==> src/rtl/fir_pkg.sv <==
// Shared definitions for the FIR filter datapath and its controller.
//   op_t     : 3-bit micro-op encoding issued by the controller
//   R00..R10 : symbolic register-file indices
//   DATA_W   : default external sample/coefficient width
//   reg_t    : signed working-register type (DATA_W+1 bits)
package fir_pkg;

  localparam int DATA_W = 16;

  typedef logic signed [DATA_W:0] reg_t;

  typedef enum logic [2:0] {
    OP_NOP   = 3'b000,
    OP_COPY  = 3'b001,
    OP_LOAD1 = 3'b010,
    OP_LOAD2 = 3'b011,
    OP_ADD   = 3'b100,
    OP_SUB   = 3'b101,
    OP_MUL   = 3'b110,
    OP_RSVD  = 3'b111
  } op_t;

  localparam logic [3:0] R00 = 4'd0;
  localparam logic [3:0] R01 = 4'd1;
  localparam logic [3:0] R02 = 4'd2;
  localparam logic [3:0] R03 = 4'd3;
  localparam logic [3:0] R04 = 4'd4;
  localparam logic [3:0] R05 = 4'd5;
  localparam logic [3:0] R06 = 4'd6;
  localparam logic [3:0] R07 = 4'd7;
  localparam logic [3:0] R08 = 4'd8;
  localparam logic [3:0] R09 = 4'd9;
  localparam logic [3:0] R10 = 4'd10;

endpackage

==> src/rtl/fir_datapath_regfile.sv <==
// fir_regfile: NREGS x (DATA_W+1) signed working register file.
// Ports:
//   clk, rst          rising-edge clock, synchronous active-high reset (clears all entries)
//   rd_addr1/rd_data1 combinational read port 1
//   rd_addr2/rd_data2 combinational read port 2
//   wr_en/wr_addr/wr_data single write port, lands at the clock edge
//   r0                entry 0, brought out directly
module fir_regfile #(
  parameter int DATA_W = 16,
  parameter int NREGS  = 16
) (
  input  logic                       clk,
  input  logic                       rst,
  input  logic [$clog2(NREGS)-1:0]   rd_addr1,
  input  logic [$clog2(NREGS)-1:0]   rd_addr2,
  output logic signed [DATA_W:0]     rd_data1,
  output logic signed [DATA_W:0]     rd_data2,
  input  logic                       wr_en,
  input  logic [$clog2(NREGS)-1:0]   wr_addr,
  input  logic signed [DATA_W:0]     wr_data,
  output logic signed [DATA_W:0]     r0
);

  logic signed [DATA_W:0] regs [NREGS];

  always_ff @(posedge clk) begin
    if (rst) begin
      for (int unsigned i = 0; i < NREGS; i++) begin
        regs[i] <= '0;
      end
    end else if (wr_en) begin
      regs[wr_addr] <= wr_data;
    end
  end

  // Reads see pre-edge state, so a read of the entry being written returns the old value.
  assign rd_data1 = regs[rd_addr1];
  assign rd_data2 = regs[rd_addr2];
  assign r0       = regs[0];

endmodule

==> src/rtl/fir_datapath.sv <==
// fir_datapath: executes one controller micro-op per clock on a signed register file.
// Ports:
//   clk, rst               rising-edge clock, synchronous active-high reset
//   op, src1, src2, dest   micro-op and register indices
//   ext_data1, ext_data2   unsigned sample / coefficient inputs (zero-extended on load)
//   outreg_data            current contents of R0 (signed)
//   overflow               registered overflow flag of the previous ADD/SUB/MUL
// Build option: define SATURATE_EN to clamp overflowing results instead of wrapping.
module fir_datapath #(
  parameter int DATA_W = fir_pkg::DATA_W,
  parameter int NREGS  = 16
) (
  input  logic                       clk,
  input  logic                       rst,
  input  logic [2:0]                 op,
  input  logic [$clog2(NREGS)-1:0]   src1,
  input  logic [$clog2(NREGS)-1:0]   src2,
  input  logic [$clog2(NREGS)-1:0]   dest,
  input  logic [DATA_W-1:0]          ext_data1,
  input  logic [DATA_W-1:0]          ext_data2,
  output logic signed [DATA_W:0]     outreg_data,
  output logic                       overflow
);

  import fir_pkg::*;

  // Wide enough for an exact product; add/sub results are sign-extended into it.
  localparam int FULL_W = 2 * (DATA_W + 1);

  localparam logic signed [FULL_W-1:0] FULL_MAX = {{(DATA_W+2){1'b0}}, {DATA_W{1'b1}}};
  localparam logic signed [FULL_W-1:0] FULL_MIN = {{(DATA_W+2){1'b1}}, {DATA_W{1'b0}}};

  op_t                      opc;
  logic signed [DATA_W:0]   a;
  logic signed [DATA_W:0]   b;
  logic signed [DATA_W:0]   wdata;
  logic signed [FULL_W-1:0] full;
  logic                     wen;
  logic                     arith;
  logic                     ovf;

  assign opc = op_t'(op);

  always_comb begin
    wen   = 1'b0;
    arith = 1'b0;
    full  = '0;
    wdata = a;
    case (opc)
      OP_COPY: begin
        wen   = 1'b1;
        wdata = a;
      end
      OP_LOAD1: begin
        wen   = 1'b1;
        wdata = {1'b0, ext_data1};
      end
      OP_LOAD2: begin
        wen   = 1'b1;
        wdata = {1'b0, ext_data2};
      end
      OP_ADD: begin
        arith = 1'b1;
        full  = FULL_W'(a) + FULL_W'(b);
      end
      OP_SUB: begin
        arith = 1'b1;
        full  = FULL_W'(a) - FULL_W'(b);
      end
      OP_MUL: begin
        arith = 1'b1;
        full  = FULL_W'(a) * FULL_W'(b);
      end
      default: ;
    endcase

    ovf = arith && ((full > FULL_MAX) || (full < FULL_MIN));

    if (arith) begin
      wen   = 1'b1;
      wdata = full[DATA_W:0];
`ifdef SATURATE_EN
      if (ovf) begin
        wdata = full[FULL_W-1] ? {1'b1, {DATA_W{1'b0}}} : {1'b0, {DATA_W{1'b1}}};
      end
`endif
    end
  end

  always_ff @(posedge clk) begin
    if (rst) begin
      overflow <= 1'b0;
    end else begin
      overflow <= ovf;
    end
  end

  fir_regfile #(
    .DATA_W (DATA_W),
    .NREGS  (NREGS)
  ) u_regfile (
    .clk      (clk),
    .rst      (rst),
    .rd_addr1 (src1),
    .rd_addr2 (src2),
    .rd_data1 (a),
    .rd_data2 (b),
    .wr_en    (wen),
    .wr_addr  (dest),
    .wr_data  (wdata),
    .r0       (outreg_data)
  );

endmodule

==> config.mk <==
export PLATFORM = sky130hd
export DESIGN_NAME = fir_datapath
export DESIGN_NICKNAME = d
export VERILOG_FILES = /design/src/rtl/fir_pkg.sv /design/src/rtl/fir_datapath_regfile.sv /design/src/rtl/fir_datapath.sv
export SDC_FILE = /design/constraint.sdc
export NUM_CORES = 1
export LEC_CHECK = 0
export CORE_ASPECT_RATIO = 1.4
export CORE_MARGIN = 2
export CORE_UTILIZATION = 48
export CTS_BUF_LIST = sky130_fd_sc_hd__clkbuf_4 sky130_fd_sc_hd__clkbuf_8
export CTS_CLUSTER_SIZE = 8
export DETAILED_ROUTE_END_ITERATION = 8
export DONT_BUFFER_PORTS = 1
export GPL_TIMING_DRIVEN = 0
export PLACE_DENSITY = 0.65
export SLEW_MARGIN = 0
export SYNTH_ARGS = -nofsm -noshare
export SYNTH_HDL_FRONTEND = slang
export SYNTH_SLANG_ARGS = --single-unit
==> constraint.sdc <==
create_clock -name clk -period 9.9 [get_ports clk]
set_input_delay 1.98 -clock clk [delete_from_list [all_inputs] [get_ports clk]]
set_output_delay 1.98 -clock clk [all_outputs]
set_load 0.05 [all_outputs]
==> results of run 1 <==
-- repair_timing --
action,4_1_cts,5_1_grt
cloned,1,2
setup buffers,56,74
setup endpoints to repair,123,38
pin swaps,17,45
gates resized for setup,203,144
-- area by class of cell --
cell class / instances / share of cell area, %
clock inverters: 3 / 0.0598
diodes: 8 / 0.0637
repair buffers: 133 / 3.74
multi-input cells: 1775 / 56.9
flip-flops and latches: 273 / 26.1
well taps: 735 / 2.93
inverters: 365 / 4.56
plain buffers: 143 / 3.60
clock buffers: 51 / 2.04
-- logic make-up after synthesis --
family	Yosys count
and+or+nand+nor	822
buffers and inverters	516
adders and majority gates	418
AOI/OAI and AO/OA	276
DFF	273
muxes	216
xor gates and xnor gates	43
-- layer usage --
metal | up-vias | routed length (µm) | track usage, %
met5 | - | 0 | 0
met4 | 0 | 7440 | 22.9
li1 | 8994 | - | -
met2 | 1198 | 49700 | 58.7
met3 | 355 | 7580 | 4.64
met1 | 10600 | 30300 | 35.1
-- state kept, by name, summed over array words and instances (netlist names) --
name,count
overflow,1
u_regfile.regs,272
-- Yosys cell counts, drive strengths merged (5+ instances only) --
| master | count |
|---|---|
| ha | 120 |
| o2111ai | 6 |
| mux4 | 149 |
| a21o | 22 |
| mux2i | 42 |
| xnor2 | 32 |
| a21oi | 61 |
| or2 | 7 |
| inv | 359 |
| clkbuf | 100 |
| and3 | 7 |
| nand2b | 23 |
| and2 | 8 |
| clkinv | 6 |
| nand3 | 15 |
| a221o | 7 |
| mux2 | 25 |
| o21bai | 8 |
| buf | 51 |
| o22ai | 9 |
| edfxtp | 272 |
| o21ai | 84 |
| xor2 | 11 |
| or3 | 6 |
| nor2b | 10 |
| fa | 298 |
| o21a | 5 |
| nand2 | 207 |
| nor2 | 486 |
| o211ai | 14 |
| a211oi | 12 |
| a221oi | 6 |
| nand4 | 9 |
| nor3 | 23 |
-- per-stage QoR --
stage	utilization, %	cells	setup WS (ns)	TNS [ns]	hold WS, ns
2_1_floorplan	-	2564	0.000115	0	1.18
3_3_place_gp	50.4	3299	-2.89	-148.81	1.37
5_1_grt	55.7	3480	-0.186	-0.304	1.49
6_report	55.8	3486	0.0316	0	1.41
4_1_cts	53.6	3405	-0.0916	-0.0916	1.44
3_5_place_dp	50.4	3299	-3.01	-161.23	1.41
-- path summary, 6_finish.rpt --
path | start | end | slack, ns | cells after the start
worst max-delay path | src1[0] | overflow | 0.03 | 30
worst min-delay path | u_regfile.regs[4][5] | u_regfile.regs[5][5] | 1.41 | 6
worst max register to register | u_regfile.regs[0][16] | overflow | 1.10 | 28
worst min register to register | u_regfile.regs[4][5] | u_regfile.regs[5][5] | 1.41 | 6
-- worst max-delay path, delay by kind of cell --
| kind | cells | cell delay [ns] |
|---|---|---|
| muxes | 2 | 0.78 |
| adders and majority gates | 7 | 3.26 |
| AOI/OAI and AO/OA | 6 | 1.21 |
| and+or+nand+nor | 6 | 1.88 |
| buffers and inverters | 9 | 1.15 |
-- placed cells by master (no fill, tap or decap), types with 13 or more instances in the layout --
master    netlist  routed
xnor2_1        32      29
clkbuf_2        0      17
nand2b_1       23      23
nor2_1        486     483
nor3_1         23      18
buf_2          27      16
buf_4           6     129
nand2_1       207     205
o211ai_1       13      13
buf_6           2      17
clkbuf_1      100      47
o21ai_0        57      43
ha_1          120     106
a21o_1         22      22
a21oi_1        58      55
mux4_2        149     149
mux2_2         25      24
o21ai_1        22      13
nand3_1        15      14
fa_1          298     289
inv_1         355     342
clkbuf_4        0      16
o21ai_4         1      21
edfxtp_1      272     272
mux2i_1        42      37
clkbuf_8        0      45
==> flow_metrics.tcl, run 1 <==
set metrics [dict create \
    num-nets-final 3198 \
    max_cap_viol_count 0 \
    final_max_slew_viol_count 0 \
    drtIter0Drc 2112 \
    final-seq-area_mm2 0.00819 \
    startpoint_type "input pin" \
    start_util_pct 48.6 \
    yosys_warnings 0 \
    ant_nets 0 \
    clock_path_buffers 3 \
    fin_skew_ns 0.0287 \
    grt_pass1_wl_mm 139 \
    min_period_ns 9.87 \
    num-fill-cells 4831 \
    yosys.area_share.simple_pct 12.4 \
    cts.clk_slew.worst_paths_ns 0.06 \
    cts.sinks 273 \
    viasPerCell 6.07 \
    required_ns 10.31 \
    status "completed" \
    synth_top_family_by_area "adder cells" \
    dp_hpwl_mm 74.0 \
    cp_slowest_cell "fa_1" \
    ys.flop_type "edfxtp_1" \
    die_y_um 286 \
    rsz0062_at_grt "true" \
    end_kind "flop" \
    maxSlewHeadroom_pct 6.60 \
    grt_max_degree 18 \
    ctsHtreeMaxLevel 2 \
    setup_viol 0 \
    arrival_ns 10.28 \
    io_buffers 0 \
    cp_common_cell "fa_1" \
    insertion_delay_ns 0.56 \
    synthMuxAreaShare_pct 14.8 \
    grt_pass1_vias 22502 \
    via_count 21147 \
    grt_usage_pct 32.7 \
    drive_gt1_share_pct 21.3 \
    synth_fa_ha_area_share_pct 27.3 \
    cts-root-buf "clkbuf_8" \
    hold_path_class "flop to flop" \
    gp_congestion 0.988 \
    ios 67 \
    synth_compound_area_share_pct 6.78 \
    yosysTopAreaCellShare_pct 29.9 \
    syn_inst 2564 \
    placed_cell_area_mm2 0.0284 \
    multiInputGateArea_mm2 0.0179 \
    ys_ff_latch 273 \
    overflow 0 \
    synthTopCellsByArea "edfxtp_1 (30%), fa_1 (22%), mux4_2 (12%)" \
    crit_type "input pin to flop" \
    cts_tree "yes" \
    worstMarginPinSlew_ns 1.40 \
    synthXorXnorAreaFrac_pct 1.38 \
    slowest_delay_ns 0.58 \
    detail_route.wl_per_cell_um 27.3 \
    synth.net_count 3031 \
    final_cell_area_mm2 0.0314 \
    syn2layout_area_growth_pct 14.8 \
    synth-async-reset-ratio_pct 0 \
    die_area_mm2 0.0589 \
    num_rows 103 \
    first_pass_iters 5 \
    cts_buffers 40 \
    die-width_um 206 \
    drc_errors 0 \
    period_share_pct 99.7 \
    crit_fanout 10 \
    synth.avg_cell_area_um2 10.7 \
    ys_types 79 \
    netlist_area_mm2 0.0274 \
    postCtsHoldBufs 0 \
    synth-seq-area-share_pct 29.9 \
    yosys.area.top_type "edfxtp_1" \
    core_area_mm2 0.0563 \
    synth-edff-count 272 \
    antenna_found_initial 6 \
    hold_violations 0 \
    wirelength_mm 95.0 \
    fmax_mhz 101 \
]
Power of run 1 is not shown: default switching activity piles up to over one toggle a cycle in this logic, so the estimate is an artifact.
==> run 2, diff against run 1 <==
--- a/config.mk
+++ b/config.mk
@@ -9,11 +9,11 @@
 export CORE_MARGIN = 2
 export CORE_UTILIZATION = 48
 export CTS_BUF_LIST = sky130_fd_sc_hd__clkbuf_4 sky130_fd_sc_hd__clkbuf_8
+export CTS_CLUSTER_DIAMETER = 40
 export CTS_CLUSTER_SIZE = 8
 export DETAILED_ROUTE_END_ITERATION = 8
 export DONT_BUFFER_PORTS = 1
 export GPL_TIMING_DRIVEN = 0
-export PLACE_DENSITY = 0.65
 export SLEW_MARGIN = 0
 export SYNTH_ARGS = -nofsm -noshare
 export SYNTH_HDL_FRONTEND = slang
==> constraint.sdc (replaced) <==
create_clock -name clk -period 10.5 [get_ports clk]
set_input_delay 2.1 -clock clk [delete_from_list [all_inputs] [get_ports clk]]
set_output_delay 2.1 -clock clk [all_outputs]
set_load 0.05 [all_outputs]
==> run 2 against run 1 <==
  * Clock skew rose by 0.0010 ns
  * Sequential share of layout area rose by 1.5 points
  * Cell count is 3.3% lower
  * Largest cell class unchanged
  * The run now ends with negative setup slack left
  * Wire length is 1.7% lower
  * Utilization down 3.0 points
==> flow_metrics.tcl, run 2 (synthesis gave the netlist of run 1 again) <==
set metrics [dict create \
    drive_gt1_share_pct 15.3 \
    required_ns 10.90 \
    place_ws_ns -3.14 \
    drtIter0Drc 1657 \
    first_pass_iters 5 \
    start_util_pct 48.6 \
    fin_skew_ns 0.0298 \
    cp_slowest_cell "fa_1" \
    cts.sinks 273 \
    insertion_delay_ns 0.56 \
    clock_path_buffers 3 \
    ctsHtreeMaxLevel 2 \
    rsz0062_at_grt "true" \
    gp_congestion 0.977 \
    final_common_cell "nor2_1" \
    syn2layout_area_growth_pct 8.58 \
    die_y_um 286 \
    end_kind "flop" \
    grt_usage_pct 32.7 \
    slowest_delay_ns 0.59 \
    largest_reg_flops 272 \
    cts.clk_slew.worst_paths_ns 0.07 \
    regMostFlops "u_regfile.regs" \
    setup_viol 1 \
    crit_type "input pin to flop" \
    hold_violations 0 \
    grt_max_degree 18 \
    rrSetupSlack_ns 1.52 \
    core_area_mm2 0.0563 \
    fmax_mhz 94.9 \
    die-width_um 206 \
    via_count 20600 \
    overflow 0 \
    num-nets-final 3093 \
    viasPerCell 6.11 \
    worstMarginPinSlew_ns 1.44 \
    largestRegisters "u_regfile.regs (272), overflow (1)" \
    cts-root-buf "clkbuf_8" \
    postCtsHoldBufs 0 \
    min_period_ns 10.53 \
    final_max_slew_viol_count 0 \
    antenna_found_initial 4 \
    detail_route.wl_per_cell_um 27.7 \
    drc_errors 0 \
    ant_nets 0 \
    num-fill-cells 5003 \
    hold_path_class "flop to flop" \
    period_share_pct 100 \
    ios 67 \
    path_delay_family "adder cells" \
    final-seq-area_mm2 0.00819 \
    grt_pass1_wl_mm 139 \
    maxSlewHeadroom_pct 3.91 \
    cts_tree "yes" \
    max_cap_viol_count 0 \
    violations "negative setup slack" \
    crit_fanout 10 \
    cp_num_buf_inv 8 \
    setup_ws_ns -0.0337 \
    status "finished with violations" \
    arrival_ns 10.93 \
    cts_buffers 41 \
    cp_common_cell "fa_1" \
    dp_hpwl_mm 74.8 \
    startpoint_type "input pin" \
    final_cell_mix "nor2_1 (485), inv_1 (349), fa_1 (296)" \
    multiInputGateArea_mm2 0.0174 \
    io_buffers 0 \
    num_rows 103 \
    die_area_mm2 0.0589 \
    grt_pass1_vias 22040 \
    wirelength_mm 93.4 \
]
[run 2: changes by cell type in the layout (fill, tap and decap cells not counted), moves of 7 or more]
cell | previous run | this run
buf_6 | 17 | 5
fa_1 | 289 | 296
buf_16 | 8 | 0
clkbuf_4 | 16 | 7
buf_12 | 11 | 4
fa_2 | 9 | 2
ha_1 | 106 | 119
o21ai_4 | 21 | 12
inv_1 | 342 | 349
buf_4 | 129 | 33
clkbuf_1 | 47 | 55
ha_2 | 8 | 1
[run 2: cell type report]
cell class,instances,area share (%)
Clock buffer,43,1.99
Multi-Input combinational cell,1775,58.6
Sequential cell,273,27.6
Antenna cell,5,0.0421
Clock inverter,4,0.181
Inverter,365,4.75
Tap cell,735,3.10
Timing Repair Buffer,24,0.703
Buffer,146,3.04
[run 2: through the flow]
| step | util [%] | cells | area, µm² | setup TNS [ns] | hold WS [ns] |
|---|---|---|---|---|---|
| after CTS | 52.5 | 3364 | 29600 | 0 | 1.48 |
| after floorplan | - | 2564 | 27400 | 0 | 1.18 |
| after detailed placement | 50.2 | 3299 | 28300 | -166.35 | 1.44 |
| final | 52.7 | 3370 | 29700 | -0.0337 | 1.49 |
| after global routing | 52.7 | 3366 | 29700 | -0.264 | 1.60 |
| after global placement | 50.2 | 3299 | 28300 | -144.79 | 1.39 |
[run 2: worst reg2reg max path, delay by kind of cell, from the launching register on]
family	cells	cell delay, ns
simple gates	6	2.19
buf+inv	5	0.41
xor+xnor	1	0.12
mux	2	0.85
compound gates	4	0.87
flops	1	0.66
fa+ha+maj	8	3.74
[run 2: final timing paths]
check        depth (start not counted)                 start              endpoint
min                                  6  u_regfile.regs[7][5]  u_regfile.regs[5][5]
max                                 29               src2[0]              overflow
max reg2reg                         26  u_regfile.regs[0][6]              overflow
min reg2reg                          6  u_regfile.regs[7][5]  u_regfile.regs[5][5]
[run 2: timing repair]
action	in CTS	in global routing
setup buffers	22	2
resized for setup	173	28
endpoints found under the setup margin	110	31
pin swaps	6	4
[run 2: routing by layer]
layer	GRT usage (%)	part of all wire, %	up-vias
li1	-	-	8770
met3	4.26	7.5	336
met4	20.2	7.4	4
met1	36.3	33	10406
met5	0	0.028	-
met2	58.9	52	1084
Power of run 2 is left out for the same reason.
==> run 3, diff against run 2 <==
==> constraint.sdc (replaced) <==
create_clock -name clk -period 10.5 [get_ports clk]
set_input_delay 0 -clock clk [delete_from_list [all_inputs] [get_ports clk]]
set_output_delay 0 -clock clk [all_outputs]
set_load 0.05 [all_outputs]
==> run 3 against run 2 <==
  * The run now ends clean
  * First-iteration DRC count grew 5.7%
  * Clock skew about the same
  * Sequential share of layout area up 0.61 points
  * Sequential cell count is the same
  * Critical path type unchanged
==> flow_metrics.tcl, run 3 (synthesis gave the netlist of run 1 again) <==
set metrics [dict create \
    status "completed" \
    use_met1_pct 35.8 \
    cts.sinks 273 \
    drtIter0Drc 1751 \
    period_share_pct 96.6 \
    num-nets-final 3079 \
    viasPerCell 6.13 \
    crit_type "input pin to flop" \
    fmax_mhz 98.6 \
    first_pass_iters 6 \
    largest_reg_flops 272 \
    cts-root-buf "clkbuf_8" \
    grt_busiest_layer "met2" \
    die_y_um 286 \
    insertion_delay_ns 0.56 \
    grt_pass1_wl_mm 137 \
    final_max_slew_viol_count 0 \
    arrival_ns 10.52 \
    use_met3_pct 4.52 \
    rsz0062_at_grt "false" \
    hold_violations 0 \
    syn2layout_area_growth_pct 6.24 \
    startpoint_type "input pin" \
    min_period_ns 10.14 \
    use_met2_pct 58.1 \
    ios 67 \
    overflow 0 \
    worstMarginPinSlew_ns 1.39 \
    final_common_cell "nor2_1" \
    max_cap_viol_count 0 \
    cts_setup_buffers 0 \
    final_cells 3356 \
    crit_fanout 11 \
    r2r_start "u_regfile.regs[0][12]" \
    multiInputGateArea_mm2 0.0172 \
    maxSlewHeadroom_pct 7.55 \
    cts_buffers 41 \
    hold_path_class "input pin to flop" \
    core_area_mm2 0.0563 \
    io_buffers 0 \
    crit_end "overflow" \
    antenna_found_initial 6 \
    final-seq-area_mm2 0.00819 \
    end_kind "flop" \
    die_area_mm2 0.0589 \
    crit_start "src1[1]" \
    cp_common_cell "fa_1" \
    wirelength_mm 93.1 \
    detail_route.wl_per_cell_um 27.7 \
    grt_usage_pct 32.4 \
    clock_path_buffers 3 \
    drc_errors 0 \
    drive_gt1_share_pct 11.4 \
    cts_tree "yes" \
    cp_slowest_cell "buf_1" \
    dp_hpwl_mm 75.3 \
    num-fill-cells 5112 \
    ctsHtreeMaxLevel 2 \
    regMostFlops "u_regfile.regs" \
    dp_cells 3299 \
    r2r_cells 27 \
    num_rows 103 \
    final_cell_mix "nor2_1 (486), inv_1 (355), fa_1 (297)" \
    gp_congestion 0.986 \
    slowest_delay_ns 0.73 \
    grt_max_degree 18 \
    largestRegisters "u_regfile.regs (272), overflow (1)" \
    setup_viol 0 \
    rrSetupSlack_ns 0.43 \
    cts.clk_slew.worst_paths_ns 0.07 \
    grt_pass1_vias 21925 \
    start_util_pct 48.6 \
    via_count 20565 \
    worstReg2RegEnd "overflow" \
    fin_skew_ns 0.0295 \
    die-width_um 206 \
    required_ns 10.88 \
    ant_nets 0 \
]
[run 3: cell count changes in the layout (fill, tap and decap cells not counted), sizes merged]
cell         previous run  this run
dlygate4sd3             0         5
clkinv                  6         7
clkinvlp                5         2
inv                   356       359
clkbuf                134       142
buf                    75        47
[run 3: final cells by class]
cell class	instances	share of cell area (%)
Antenna cell	5	0.0431
Buffer	151	2.31
Clock buffer	42	1.97
Clock inverter	5	0.288
Inverter	365	4.71
Multi-Input combinational cell	1775	59.2
Sequential cell	273	28.2
Tap cell	735	3.16
Timing Repair Buffer	5	0.172
[run 3: layer usage]
layer  part of all wire [%]  wire length, µm
met5                  0.040               37
met4                    7.6             7080
met3                    7.1             6580
met2                     52            48200
met1                     33            31200
[run 3: worst min path at each step]
stage                      start                    to  slack [ns]  cells past startpoint
floorplan                    rst              overflow        0.08                      1
global placement             rst              overflow        0.14                      1
detailed placement           rst              overflow        0.14                      1
CTS                 ext_data1[0]  u_regfile.regs[1][0]       0.002                      3
global route        ext_data1[0]  u_regfile.regs[1][0]        0.04                      3
finish              ext_data1[0]  u_regfile.regs[1][0]        0.02                      3
[run 3: critical path, delay by kind of cell]
family	cells	cell delay, ns
simple gates	6	1.60
buf+inv	10	2.81
mux	2	1.04
compound gates	5	1.77
fa+ha+maj	7	3.26
[run 3: through the flow]
stage	area [µm²]	setup TNS, ns	worst slack (ns)	util, %	hold slack [ns]
floorplan	27400	0	1.98	-	0.0768
global placement	28300	-1.01	-1.01	50.2	0.139
detailed placement	28300	-1.01	-0.994	50.2	0.136
CTS	29000	0	0.215	51.5	0.00216
global route	29100	0	0.0538	51.6	0.0402
finish	29100	0	0.357	51.6	0.0229
[run 3: timing repair]
action | CTS | global route
pin swaps | 0 | 0
setup endpoints to repair | 1 | 1
hold endpoints to repair | 14 | 0
resized for setup | 13 | 9
hold buffers | 5 | 0
Power of run 3 is left out for the same reason.
